$ cat src/rtl/eth_decap.sv
// Receive-side UDP/TCAP decapsulator: validates the 48-byte Eth/IPv4/UDP/TCAP
// header, strips it and forwards TLP payload beats to the TLP FIFO.
module eth_decap #(
  parameter logic [47:0] eth_addr  = 48'h00_11_22_33_44_55,
  parameter logic [31:0] ip_addr   = {8'd192, 8'd168, 8'd11, 8'd1},
  parameter logic [15:0] udp_dport = 16'h3776,
  parameter logic [2:0]  tcap_ver  = 3'b001
) (
  input  logic        clk156,
  input  logic        sys_rst,
  input  logic        s_axis_tvalid,
  output logic        s_axis_tready,
  input  logic [63:0] s_axis_tdata,
  input  logic [7:0]  s_axis_tkeep,
  input  logic        s_axis_tlast,
  input  logic        s_axis_tuser,
  output logic        wr_en,
  output logic [73:0] din,
  input  logic        full,
  output logic [39:0] rx_seq,
  output logic [31:0] rx_pkt_cnt,
  output logic [31:0] rx_drop_cnt,
  output logic [15:0] rx_gap_cnt
);

  typedef enum logic [1:0] {
    HDR  = 2'd0,
    DATA = 2'd1,
    DROP = 2'd2
  } state_t;

  state_t      state_r;
  state_t      state_nxt_s;
  logic [2:0]  beat_cnt_r;
  logic [2:0]  beat_cnt_nxt_s;
  logic        bad_r;
  logic        bad_nxt_s;
  logic [15:0] daddr_hi_r;
  logic        seen_r;
  logic        field_ok_s;
  logic        beat_ok_s;
  logic        accept_s;
  logic        drop_s;
  logic        daddr_ld_s;
  logic        tready_s;
  logic        wr_en_s;
  logic [47:0] h_dest_s;
  logic [39:0] seq_s;

  // Wire order is MSB first, byte 0 of the beat sits in tdata[7:0].
  assign h_dest_s = {s_axis_tdata[7:0],   s_axis_tdata[15:8],  s_axis_tdata[23:16],
                     s_axis_tdata[31:24], s_axis_tdata[39:32], s_axis_tdata[47:40]};
  assign seq_s    = {s_axis_tdata[31:24], s_axis_tdata[39:32], s_axis_tdata[47:40],
                     s_axis_tdata[55:48], s_axis_tdata[63:56]};

  // Per-beat header field check selected by the header beat index
  always_comb begin
    field_ok_s = 1'b0;
    case (beat_cnt_r)
      3'd0: field_ok_s = (h_dest_s == eth_addr) || (h_dest_s == 48'hFFFF_FFFF_FFFF);
      3'd1: field_ok_s = (s_axis_tdata[39:32] == 8'h08) && (s_axis_tdata[47:40] == 8'h00) &&
                         (s_axis_tdata[55:48] == 8'h45);
      3'd2: field_ok_s = (s_axis_tdata[63:56] == 8'h11);
      3'd3: field_ok_s = 1'b1;
      3'd4: field_ok_s = ({daddr_hi_r, s_axis_tdata[7:0], s_axis_tdata[15:8]} == ip_addr) &&
                         ({s_axis_tdata[39:32], s_axis_tdata[47:40]} == udp_dport);
      3'd5: field_ok_s = (s_axis_tdata[23:21] == tcap_ver);
      default: field_ok_s = 1'b0;
    endcase
    beat_ok_s = field_ok_s && (s_axis_tkeep == 8'hFF) && !s_axis_tuser;
  end

  // Next-state, handshake and statistic strobes
  always_comb begin
    state_nxt_s    = state_r;
    beat_cnt_nxt_s = beat_cnt_r;
    bad_nxt_s      = bad_r;
    accept_s       = 1'b0;
    drop_s         = 1'b0;
    daddr_ld_s     = 1'b0;
    tready_s       = 1'b0;
    wr_en_s        = 1'b0;
    case (state_r)
      HDR: begin
        tready_s = 1'b1;
        if (s_axis_tvalid) begin
          daddr_ld_s = (beat_cnt_r == 3'd3);
          if (s_axis_tlast) begin
            drop_s         = 1'b1;
            beat_cnt_nxt_s = 3'd0;
            bad_nxt_s      = 1'b0;
          end else if (beat_cnt_r == 3'd5) begin
            beat_cnt_nxt_s = 3'd0;
            bad_nxt_s      = 1'b0;
            if (bad_r || !beat_ok_s) begin
              state_nxt_s = DROP;
              drop_s      = 1'b1;
            end else begin
              state_nxt_s = DATA;
              accept_s    = 1'b1;
            end
          end else begin
            beat_cnt_nxt_s = beat_cnt_r + 3'd1;
            bad_nxt_s      = bad_r || !beat_ok_s;
          end
        end else begin
          state_nxt_s = HDR;
        end
      end
      DATA: begin
        tready_s = !full;
        wr_en_s  = s_axis_tvalid && !full;
        if (s_axis_tvalid && !full && s_axis_tlast) begin
          state_nxt_s = HDR;
        end else begin
          state_nxt_s = DATA;
        end
      end
      DROP: begin
        tready_s = 1'b1;
        if (s_axis_tvalid && s_axis_tlast) begin
          state_nxt_s = HDR;
        end else begin
          state_nxt_s = DROP;
        end
      end
      default: begin
        state_nxt_s    = HDR;
        beat_cnt_nxt_s = 3'd0;
        bad_nxt_s      = 1'b0;
      end
    endcase
  end

  // Handshake and FIFO word are forced quiet while reset is asserted.
  assign s_axis_tready = tready_s && !sys_rst;
  assign wr_en         = wr_en_s && !sys_rst;
  assign din           = ((state_r == DATA) && !sys_rst) ?
                         {s_axis_tkeep, s_axis_tdata, s_axis_tlast, s_axis_tuser} : 74'd0;

  // Parser state register
  always_ff @(posedge clk156 or posedge sys_rst) begin
    if (sys_rst) begin
      state_r    <= HDR;
      beat_cnt_r <= 3'd0;
      bad_r      <= 1'b0;
      daddr_hi_r <= 16'd0;
    end else begin
      state_r    <= state_nxt_s;
      beat_cnt_r <= beat_cnt_nxt_s;
      bad_r      <= bad_nxt_s;
      if (daddr_ld_s) begin
        daddr_hi_r <= {s_axis_tdata[55:48], s_axis_tdata[63:56]};
      end
    end
  end

  // Receive statistics and sequence-gap tracking
  always_ff @(posedge clk156 or posedge sys_rst) begin
    if (sys_rst) begin
      rx_seq      <= 40'd0;
      rx_pkt_cnt  <= 32'd0;
      rx_drop_cnt <= 32'd0;
      rx_gap_cnt  <= 16'd0;
      seen_r      <= 1'b0;
    end else begin
      if (drop_s) begin
        rx_drop_cnt <= rx_drop_cnt + 32'd1;
      end
      if (accept_s) begin
        rx_pkt_cnt <= rx_pkt_cnt + 32'd1;
        rx_seq     <= seq_s;
        seen_r     <= 1'b1;
        if (seen_r && (seq_s != rx_seq + 40'd1)) begin
          rx_gap_cnt <= rx_gap_cnt + 16'd1;
        end
      end
    end
  end

endmodule

$ cat config.mk
export PLATFORM = sky130hd
export DESIGN_NAME = eth_decap
export DESIGN_NICKNAME = d
export VERILOG_FILES = /design/src/rtl/eth_decap.sv
export SDC_FILE = /design/constraint.sdc
export NUM_CORES = 1
export LEC_CHECK = 0
export BUFFER_PORTS_ARGS = -buffer_cell sky130_fd_sc_hd__buf_2
export CORE_MARGIN = 2
export CORE_UTILIZATION = 55
export CTS_BUF_LIST = sky130_fd_sc_hd__clkbuf_4
export CTS_CLUSTER_SIZE = 20
export DETAILED_ROUTE_END_ITERATION = 10
export HOLD_SLACK_MARGIN = 0.06
export MAX_ROUTING_LAYER = met4
export PLACE_DENSITY = 0.85
export SYNTH_ARGS = -nofsm -noshare
export SYNTH_HDL_FRONTEND = slang
export SYNTH_SLANG_ARGS = --single-unit
$ cat constraint.sdc
create_clock -name clk156 -period 10.06 [get_ports clk156]
set_input_delay 2.012 -clock clk156 [delete_from_list [all_inputs] [get_ports clk156]]
set_output_delay 2.012 -clock clk156 [all_outputs]
set_load 0.05 [all_outputs]
==> results.py, run 1 <==
metrics = {
    "place": {
        "place_congestion": 0.9525,
        "io_buffers": 273,
        "preCtsSetupSlack_ns": 4.459,
        "place_hpwl_mm": 20.59,
    },
    "cts": {
        "cts_resized": 0,
        "clkSlewWorstSetupHoldPaths_ns": 0.14,
        "cts_tree": "yes",
        "cts_made_buffers": 17,
        "clock_path_buffers": 2,
        "numClockSinks": 143,
        "postCtsSetupBuffers": 0,
        "htree_levels": 4,
        "postCtsHoldBufs": 0,
        "clock_latency_ns": 0.59,
        "cts-root-buf": "clkbuf_4",
    },
    "power_and_ir_drop": {
        "p_sw_mw": 0.4180,
        "comb_power_share": 0.175,
        "peakVddDrop_uv": 162.5,
        "swShare": 0.3473,
        "p_leak_nw": 5.546,
        "p_per_area_mw_per_mm2": 112.3,
        "power_frac_seq": 0.533,
        "internal_power_mw": 0.7858,
        "p_clk_frac": 0.292,
    },
    "sta": {
        "setup_violations": 0,
        "fin_skew_ns": 0.02075,
        "max-slew-margin-rel": 0.1754,
        "max_freq_mhz": 178.5,
        "tightest_slew_ns": 1.229,
        "slew_viol_final": 0,
        "rsz0062_at_grt": "false",
        "final.min_clock_period_ns": 5.603,
        "hold_viol_final": 0,
        "fin_ws_ns": 4.457,
        "fin_tns_setup_ns": 0,
        "finalCritPeriodShare": 0.5570,
    },
    "hold_path": {
        "hp-start": "rx_gap_cnt[15]",
        "min_to": "rx_gap_cnt[15]",
        "hp-class": "register to register",
        "hold-path-cell-count": 1,
    },
    "synth": {
        "synth_nets": 1107,
        "synth.area.top_cells": "dfrtp_1, nand2_1, xnor2_1, xor2_1, and2_1",
        "async_flop_share": 1.000,
        "synth-seq-cells": 143,
        "synth_edf_count": 0,
        "dominantRegCellSynth": "dfrtp_1",
        "synth_most_common_cell": "nand2_1",
        "postSynthAreaPerCell_um2": 8.777,
        "ys_warn_count": 0,
        "yosysTopAreaCellShare": 0.3997,
        "synth_commonest_cells": "nand2_1, dfrtp_1, and2_1, xnor2_1, xor2_1",
        "netlist_instances": 1020,
        "yosys.area.top_type": "dfrtp_1",
        "synth.distinct_cells": 64,
        "ys_seq_area_frac": 0.3997,
        "syn-cell-area_mm2": 0.008952,
    },
    "die": {
        "die_w_um": 131.6,
        "start_util": 0.5636,
        "io_pins": 274,
        "fp.dieH_um": 131.6,
        "core_region_area_mm2": 0.01589,
        "dieArea_mm2": 0.01731,
        "rows": 46,
    },
    "global_route": {
        "globalRouteOverflowTotal": 0,
        "grt_pass1_wl_mm": 43.74,
        "antenna_found_initial": 2,
        "grt_usage": 0.3265,
        "grt_max_degree": 76,
        "grt_pass1_vias": 8214,
    },
    "job": {
        "drv_cap": 0,
    },
    "setup_path": {
        "reg2reg_depth": 8,
        "cp-start-kind": "input pin",
        "critPathCaptureType": "primary output",
        "critPathArrivalTime_ns": 3.59,
        "required_ns": 8.05,
        "critPathMaxFanout": 75,
        "reg2reg_from": "rx_seq[11]",
        "reg2reg_to": "rx_gap_cnt[1]",
        "reg2reg_slack_ns": 5.94,
        "crit_type": "input pin to primary output",
    },
    "detailed_routing": {
        "vias": 8855,
        "drtIter0Drc": 756,
        "detail-route-antenna-nets": 0,
        "wl_per_cell_um": 18.52,
        "dr.pass1.iters": 5,
        "wl_mm": 27.76,
        "viasPerCell": 5.907,
        "drcViolationCount": 0,
    },
    "finish": {
        "fillCellCount": 1363,
        "syn_to_final_growth_pct": 19.78,
        "utilization": 0.6750,
        "drive_gt1_frac": 0.2740,
        "final_nets": 1355,
    },
    "run_status": {
        "outcome": "finished clean",
    },
}
## registers in the layout, summed over array words and instances, names as in the netlist
register / flops
daddr_hi_r: 16
rx_drop_cnt: 32
rx_seq: 40
beat_cnt_r: 3
rx_gap_cnt: 16
state_r: 2
rx_pkt_cnt: 32
bad_r: 1
seen_r: 1
## how the worst max path moves through the flow
stage / startpoint / endpoint / slack, ns / cells after the start
after floorplan: sys_rst / bad_r / 4.21 / 1
after global placement: sys_rst / wr_en / 4.57 / 4
after detailed placement: sys_rst / din[36] / 4.46 / 4
after CTS: sys_rst / wr_en / 4.46 / 4
after global routing: sys_rst / wr_en / 4.28 / 4
final: sys_rst / din[36] / 4.46 / 4
## critical path, stage by stage
cell,delay (ns)
buf_2,0.15
nor2b_4,0.89
and2_1,0.26
buf_2,0.27
## through the flow
stage               area (um^2)  cells  total power [mW]  hold slack, ns
finish                    10720   1499             1.204          0.4696
global route              10720   1499             1.254          0.5020
CTS                       10720   1497             1.205          0.4744
detailed placement        10460   1465            0.8622          0.4548
global placement          10460   1465            0.8564          0.4518
floorplan                  8952   1020            0.7832          0.4511
## metal layers
metal	vias up	GRT usage	routed length, um
met4	0	0.1045	824
li1	4102	-	-
met5	-	-	0
met3	78	0.06597	2135
met1	4226	0.4245	11460
met2	449	0.5160	13330
## cells by family after synthesis
logic type      count (synthesis)  synth area share
mux                            25           0.03075
buf+inv                        66           0.02865
fa+ha+maj                       9           0.01258
compound gates                 82           0.06737
simple gates                  570            0.3386
flops                         143            0.3997
xor+xnor                      125            0.1223
## power groups by stage
stage / clock network (mW) / registers, mW / logic [mW]
after floorplan: 0 / 0.672 / 0.111
after global placement: 0 / 0.649 / 0.207
after detailed placement: 0 / 0.652 / 0.210
after CTS: 0.354 / 0.641 / 0.211
after global routing: 0.380 / 0.646 / 0.228
final: 0.351 / 0.641 / 0.211
## area by class of cell
cell class              count  area (um^2)  area share
flip-flops and latches    143         3578      0.3337
diodes                      2        5.005   0.0004667
well taps                 216        270.3     0.02520
inverters                  17        68.82    0.006418
multi-input cells         811         5141      0.4795
repair buffers            278         1404      0.1309
clock buffers              17        127.6     0.01190
clock inverters            15        127.6     0.01190
## layout by cell type, fill, tap and decap left out, drive strengths merged, types with 10 or more instances in the layout
| cell | Yosys | routed |
|---|---|---|
| and3 | 22 | 22 |
| a311oi | 11 | 11 |
| buf | 8 | 278 |
| inv | 17 | 25 |
| nand3 | 47 | 47 |
| mux2 | 20 | 20 |
| xnor2 | 67 | 67 |
| nor4 | 30 | 30 |
| dfrtp | 143 | 143 |
| and4 | 13 | 13 |
| clkbuf | 41 | 17 |
| nand4 | 54 | 54 |
| nand2 | 189 | 189 |
| o21ai | 15 | 15 |
| xor2 | 58 | 58 |
| and2 | 78 | 78 |
| nor2 | 48 | 48 |
| nor3 | 37 | 37 |
| a21oi | 10 | 10 |
No activity file was read; power rests on OpenSTA's default activity.
==> run 2, diff against run 1 <==
ABC_AREA = 1   (was unset)
PLACE_DENSITY = 0.83   (was 0.85)
clock period = 5.9 ns   (was 10.06 ns; I/O delays follow)
==> run 2 against run 1 <==
  * Total power is 110% higher
  * Synthesized area increased by 14%
  * Worst hold slack improved by 0.018 ns
  * Highest routed layer unchanged
  * Clock skew rose by 0.011 ns
  * Cell area grew 12%
  * Global-route usage increased by 1.6 points
  * First-iteration DRC count increased by 37%
  * Sequential power up 84%
  * Clock power grew 96%
  * Via count grew 29%
  * Critical path depth rose by 2
  * Sequential cell count did not move
==> results.py, run 2 <==
metrics = {
    "setup_path": {
        "cp-start-kind": "input pin",
        "required_ns": 4.72,
        "cp_cell_sequence": "buf_2 > clkinvlp_4 > nand2_2 > buf_4 > nor2_1 > buf_2",
        "crit_path_max_incr_delay_ns": 0.65,
        "critPathArrivalTime_ns": 2.80,
        "crit_end": "din[35]",
        "reg2reg_slack_ns": 2.82,
        "crit_top_cell": "buf_2",
        "critPathCaptureType": "primary output",
        "reg2reg_from": "bad_r",
        "worstSetupStartpoint": "sys_rst",
        "critPathMaxFanout": 41,
        "critical-path-top-delay-family": "buffers and inverters",
        "cp_slowest_cell": "nand2_2",
        "reg2reg_depth": 11,
        "crit_type": "input pin to primary output",
        "cp_num_cells": 6,
        "worst-path-buf-inv": 4,
        "reg2reg_to": "rx_drop_cnt[6]",
    },
    "cts": {
        "clock_latency_ns": 0.60,
        "numClockSinks": 143,
        "postCtsHoldBufs": 0,
        "clkSlewWorstSetupHoldPaths_ns": 0.14,
        "cts-root-buf": "clkbuf_4",
        "clock_path_buffers": 2,
        "postCtsSetupBuffers": 0,
        "htree_levels": 4,
        "cts_resized": 0,
        "cts_tree": "yes",
        "cts_made_buffers": 17,
    },
    "die": {
        "rows": 49,
        "die_w_um": 140.3,
        "start_util": 0.5651,
        "fp.dieH_um": 140.3,
        "core_region_area_mm2": 0.01809,
        "dieArea_mm2": 0.01969,
        "io_pins": 274,
    },
    "sta": {
        "max-slew-margin-rel": 0.2743,
        "fin_skew_ns": 0.03162,
        "slew_viol_final": 0,
        "fin_tns_setup_ns": 0,
        "final.min_clock_period_ns": 3.984,
        "finalCritPeriodShare": 0.6753,
        "tightest_slew_ns": 1.085,
        "max_freq_mhz": 251.0,
        "setup_violations": 0,
        "hold_viol_final": 0,
        "rsz0062_at_grt": "false",
    },
    "detailed_routing": {
        "wl_mm": 32.88,
        "drtIter0Drc": 1035,
        "drcViolationCount": 0,
        "wl_per_cell_um": 15.85,
        "detail-route-antenna-nets": 0,
        "vias": 11410,
        "dr.pass1.iters": 6,
        "viasPerCell": 5.497,
    },
    "synth": {
        "ys_seq_area_frac": 0.3501,
        "synth_nets": 1655,
        "postSynthAreaPerCell_um2": 6.518,
        "yosys.area.top_type": "dfrtp_1",
        "ys_warn_count": 0,
        "synth-seq-cells": 143,
        "synth_commonest_cells": "nand2_1, nor2_1, inv_1, dfrtp_1, nand3_1",
        "synth_most_common_cell": "nand2_1",
        "netlist_instances": 1568,
        "async_flop_share": 1.000,
        "syn-cell-area_mm2": 0.01022,
        "dominantRegCellSynth": "dfrtp_1",
        "yosysTopAreaCellShare": 0.3501,
        "synth.area.top_cells": "dfrtp_1, nand2_1, nor2_1, inv_1, nand3_1",
        "synth.distinct_cells": 42,
        "synth_edf_count": 0,
    },
    "finish": {
        "syn_to_final_growth_pct": 17.90,
        "final_common_cell": "nand2_1",
        "drive_gt1_frac": 0.1892,
        "fin_area_mm2": 0.01205,
        "utilization": 0.6662,
        "largest_register_ffs": 40,
        "finalNonFillerCells": 2075,
        "final_cell_mix": "nand2_1, buf_2, nor2_1",
        "top_regs": "rx_seq x40, rx_drop_cnt x32, rx_pkt_cnt x32",
        "top_register": "rx_seq",
        "final_nets": 1919,
        "fillCellCount": 1638,
    },
    "place": {
        "dp_cells": 2042,
        "io_buffers": 273,
        "placed_area_mm2": 0.01175,
        "place_congestion": 0.9844,
        "place_hpwl_mm": 25.65,
    },
    "global_route": {
        "grt_pass1_wl_mm": 52.36,
        "globalRouteOverflowTotal": 0,
        "grt_usage": 0.3425,
        "antenna_found_initial": 1,
        "grt_pass1_vias": 10440,
        "grt_max_degree": 87,
    },
    "run_status": {
        "outcome": "finished clean",
    },
    "power_and_ir_drop": {
        "p_leak_nw": 6.589,
        "p_total_mw": 2.495,
        "peakVddDrop_uv": 270.5,
        "p_per_area_mw_per_mm2": 207.0,
    },
    "job": {
        "drv_cap": 0,
    },
    "hold_path": {
        "hp-class": "register to register",
    },
}
[run 2: cell types whose count changed after synthesis, moves of 38 or more]
cell     change
nand2_1    +287
inv_1      +200
nor2_1     +188
and2_1      -72
o21ai_0     +70
nand3_1     +59
xnor2_1     -38
[run 2: power by group]
group / switching, mW / leakage, nW / internal (mW)
Clock: 0.422 / 0.151 / 0.264
Combinational: 0.456 / 4.51 / 0.173
Sequential: 0.0941 / 1.93 / 1.08
[run 2: stage by stage]
step | worst slack (ns) | hold slack, ns
after floorplan | 0.3533 | 0.4444
after global placement | 1.987 | 0.4589
after detailed placement | 1.866 | 0.4579
after CTS | 1.920 | 0.4860
after global routing | 1.756 | 0.5122
final | 1.916 | 0.4871
[run 2: kinds of logic after synthesis]
logic type | count (synthesis) | synth area share
buffers and inverters | 251 | 0.09598
multiplexers | 1 | 0.001102
XOR/XNOR | 68 | 0.05828
adder cells (fa/ha/maj) | 9 | 0.01102
flip-flops | 143 | 0.3501
AO/OA/AOI/OAI | 111 | 0.05669
AND/OR/NAND/NOR | 985 | 0.4268
[run 2: worst min-delay path by stage]
| stage | startpoint | to | slack [ns] | cells past startpoint |
|---|---|---|---|---|
| after CTS | rx_pkt_cnt[31] | rx_pkt_cnt[31] | 0.49 | 1 |
| final | rx_pkt_cnt[31] | rx_pkt_cnt[31] | 0.49 | 1 |
| after global placement | seen_r | seen_r | 0.46 | 2 |
| after floorplan | daddr_hi_r[6] | daddr_hi_r[6] | 0.44 | 2 |
| after detailed placement | rx_pkt_cnt[31] | rx_pkt_cnt[31] | 0.46 | 1 |
| after global routing | rx_pkt_cnt[31] | rx_pkt_cnt[31] | 0.51 | 1 |
[run 2: metal layers]
metal	part of all wire	vias to the layer above	global-route usage
met2	0.47	520	0.5570
met3	0.074	92	0.05333
met5	0	-	-
li1	-	5481	-
met4	0.036	0	0.1292
met1	0.42	5314	0.4341
[run 2: area by class of cell]
type,count,area [um^2],area share
flip-flops and latches,143,3578,0.2970
repair buffers,278,1404,0.1165
well taps,229,286.5,0.02378
multi-input cells,1174,5663,0.4700
clock buffers,18,135.1,0.01121
clock inverters,14,157.7,0.01308
inverters,218,822.0,0.06822
diodes,1,2.502,0.0002077
==> run 3, diff against run 2 <==
ABC_AREA = 0   (was 1)
CORE_UTILIZATION = 49   (was 55)
PLACE_DENSITY = 0.8   (was 0.83)
clock period = 3.4 ns   (was 5.9 ns; I/O delays follow)
==> run 3 against run 2 <==
  * Global-route usage down 3.4 points
  * Final cell count fell by 24%
  * Wire length fell by 11%
  * Core utilization decreased by 3.1 points
  * Critical path depth is 4 higher
  * Sequential share of layout area up 1.8 points
  * Clock skew is 0.0053 ns lower
  * Setup slack worse by 1.7 ns
  * Largest power group unchanged
  * Combinational power rose by 5.4%
==> results.py, run 3 (synthesis gave the netlist of run 1 again) <==
metrics = {
    "finish": {
        "finalNonFillerCells": 1587,
        "final_cell_mix": "buf_2, nand2_1, dfrtp_1",
        "drive_gt1_frac": 0.3203,
        "final_nets": 1429,
        "multi_input_area_mm2": 0.005160,
        "largest_register_ffs": 40,
        "fillCellCount": 1536,
        "top_register": "rx_seq",
        "syn_to_final_growth_pct": 27.48,
        "final_common_cell": "buf_2",
        "top_regs": "rx_seq x40, rx_drop_cnt x32, rx_pkt_cnt x32",
        "seqCellArea_mm2": 0.003590,
    },
    "power_and_ir_drop": {
        "p_leak_nw": 5.942,
        "p_per_area_mw_per_mm2": 326.4,
        "internal_power_mw": 2.446,
        "power_frac_seq": 0.510,
        "p_clk_frac": 0.311,
        "p_sw_mw": 1.279,
        "comb_power_share": 0.178,
        "peakVddDrop_uv": 380.6,
        "swShare": 0.3434,
    },
    "global_route": {
        "grt_pass1_vias": 8680,
        "globalRouteOverflowTotal": 0,
        "antenna_found_initial": 2,
        "grt_max_degree": 60,
        "grt_pass1_wl_mm": 46.40,
        "grt_usage": 0.3087,
    },
    "cts": {
        "cts_resized": 0,
        "clock_path_buffers": 2,
        "cts_made_buffers": 17,
        "htree_levels": 4,
        "cts_tree": "yes",
        "postCtsSetupBuffers": 0,
        "numClockSinks": 143,
        "clkSlewWorstSetupHoldPaths_ns": 0.16,
        "cts-root-buf": "clkbuf_4",
        "postCtsHoldBufs": 0,
        "clock_latency_ns": 0.58,
    },
    "die": {
        "fp.dieH_um": 139.2,
        "rows": 49,
        "die_w_um": 139.2,
        "dieArea_mm2": 0.01937,
        "io_pins": 274,
        "start_util": 0.4984,
        "core_region_area_mm2": 0.01796,
    },
    "setup_path": {
        "critPathMaxFanout": 5,
        "critPathArrivalTime_ns": 3.68,
        "reg2reg_from": "rx_seq[5]",
        "reg2reg_slack_ns": 0.17,
        "required_ns": 3.85,
        "reg2reg_depth": 10,
        "crit_type": "register to register",
        "critPathCaptureType": "register",
        "cp-start-kind": "register",
        "reg2reg_to": "rx_gap_cnt[6]",
    },
    "detailed_routing": {
        "wl_per_cell_um": 18.44,
        "detail-route-antenna-nets": 0,
        "vias": 9015,
        "viasPerCell": 5.681,
        "drcViolationCount": 0,
        "wl_mm": 29.26,
        "drtIter0Drc": 680,
        "dr.pass1.iters": 5,
    },
    "sta": {
        "setup_violations": 0,
        "final.min_clock_period_ns": 3.234,
        "hold_viol_final": 0,
        "hold_slack_ns": 0.2412,
        "fin_skew_ns": 0.02636,
        "rsz0062_at_grt": "false",
        "finalCritPeriodShare": 0.9512,
        "max-slew-margin-rel": 0.4915,
        "tightest_slew_ns": 0.7612,
        "max_freq_mhz": 309.2,
        "slew_viol_final": 0,
    },
    "place": {
        "io_buffers": 273,
        "dp_cells": 1552,
        "place_congestion": 0.9858,
        "place_hpwl_mm": 22.59,
    },
    "run_status": {
        "outcome": "finished clean",
    },
    "hold_path": {
        "hp-class": "input pin to asynchronous set/reset pin",
    },
    "job": {
        "drv_cap": 0,
    },
}
[run 3: changes by cell type in the layout (fill, tap and decap cells not counted), sizes merged, moves of 21 or more]
cell,delta
xnor2,+38
inv,-195
and3,+21
nor2,-206
buf,+74
nand3,-67
o21ai,-74
nand2,-293
and2,+71
[run 3: power by group through the flow]
| stage | sequential [mW] | clock, mW | combinational (mW) |
|---|---|---|---|
| 5_1_grt | 1.91 | 1.25 | 0.722 |
| 6_report | 1.90 | 1.16 | 0.664 |
| 2_1_floorplan | 1.99 | 0 | 0.329 |
| 4_1_cts | 1.90 | 1.18 | 0.664 |
| 3_3_place_gp | 1.92 | 0 | 0.647 |
| 3_5_place_dp | 1.93 | 0 | 0.662 |
[run 3: worst max-delay path, cell delays in order, from the launching register on]
cell	delay (ns)
dfrtp_1	0.45
nand4_1	0.16
or4_1	0.62
buf_4	0.21
nor4_1	0.32
mux2_2	0.43
o21bai_1	0.16
nor4_1	0.28
buf_4	0.19
and3b_1	0.20
o22ai_1	0.09
[run 3: worst max-delay path by stage]
stage | start | end | cells after the start
2_1_floorplan | rx_seq[7] | rx_gap_cnt[2] | 11
3_3_place_gp | s_axis_tdata[35] | rx_gap_cnt[5] | 9
3_5_place_dp | s_axis_tdata[35] | rx_gap_cnt[9] | 9
4_1_cts | rx_seq[14] | rx_gap_cnt[15] | 10
5_1_grt | rx_seq[5] | rx_gap_cnt[6] | 10
6_report | rx_seq[5] | rx_gap_cnt[6] | 10
[run 3: layer usage]
layer  vias up  wire length, um  track usage
li1       4234                -            -
met1      4334            12500       0.4032
met2       396            14120       0.4970
met3        51             1947      0.04972
met4         0              685      0.09516
met5         -                0            -
[run 3: area by class of cell]
cell class / count / area share
Clock buffer: 17 / 0.01118
Timing Repair Buffer: 352 / 0.1761
Antenna cell: 3 / 0.0006578
Inverter: 17 / 0.005920
Multi-Input combinational cell: 811 / 0.4521
Clock inverter: 15 / 0.01436
Sequential cell: 143 / 0.3145
Tap cell: 229 / 0.02511
[run 3: through the flow]
| step | util | setup TNS, ns | power, mW | instance area (um^2) | setup slack, ns |
|---|---|---|---|---|---|
| 4_1_cts | 0.6338 | 0 | 3.742 | 11390 | 0.1468 |
| 2_1_floorplan | - | 0 | 2.318 | 8967 | 0.005956 |
| 3_5_place_dp | 0.6176 | -4.351 | 2.590 | 11090 | -0.2205 |
| 3_3_place_gp | 0.6176 | -2.415 | 2.570 | 11090 | -0.1498 |
| 6_report | 0.6353 | 0 | 3.725 | 11410 | 0.1661 |
| 5_1_grt | 0.6352 | 0 | 3.888 | 11410 | 0.002351 |
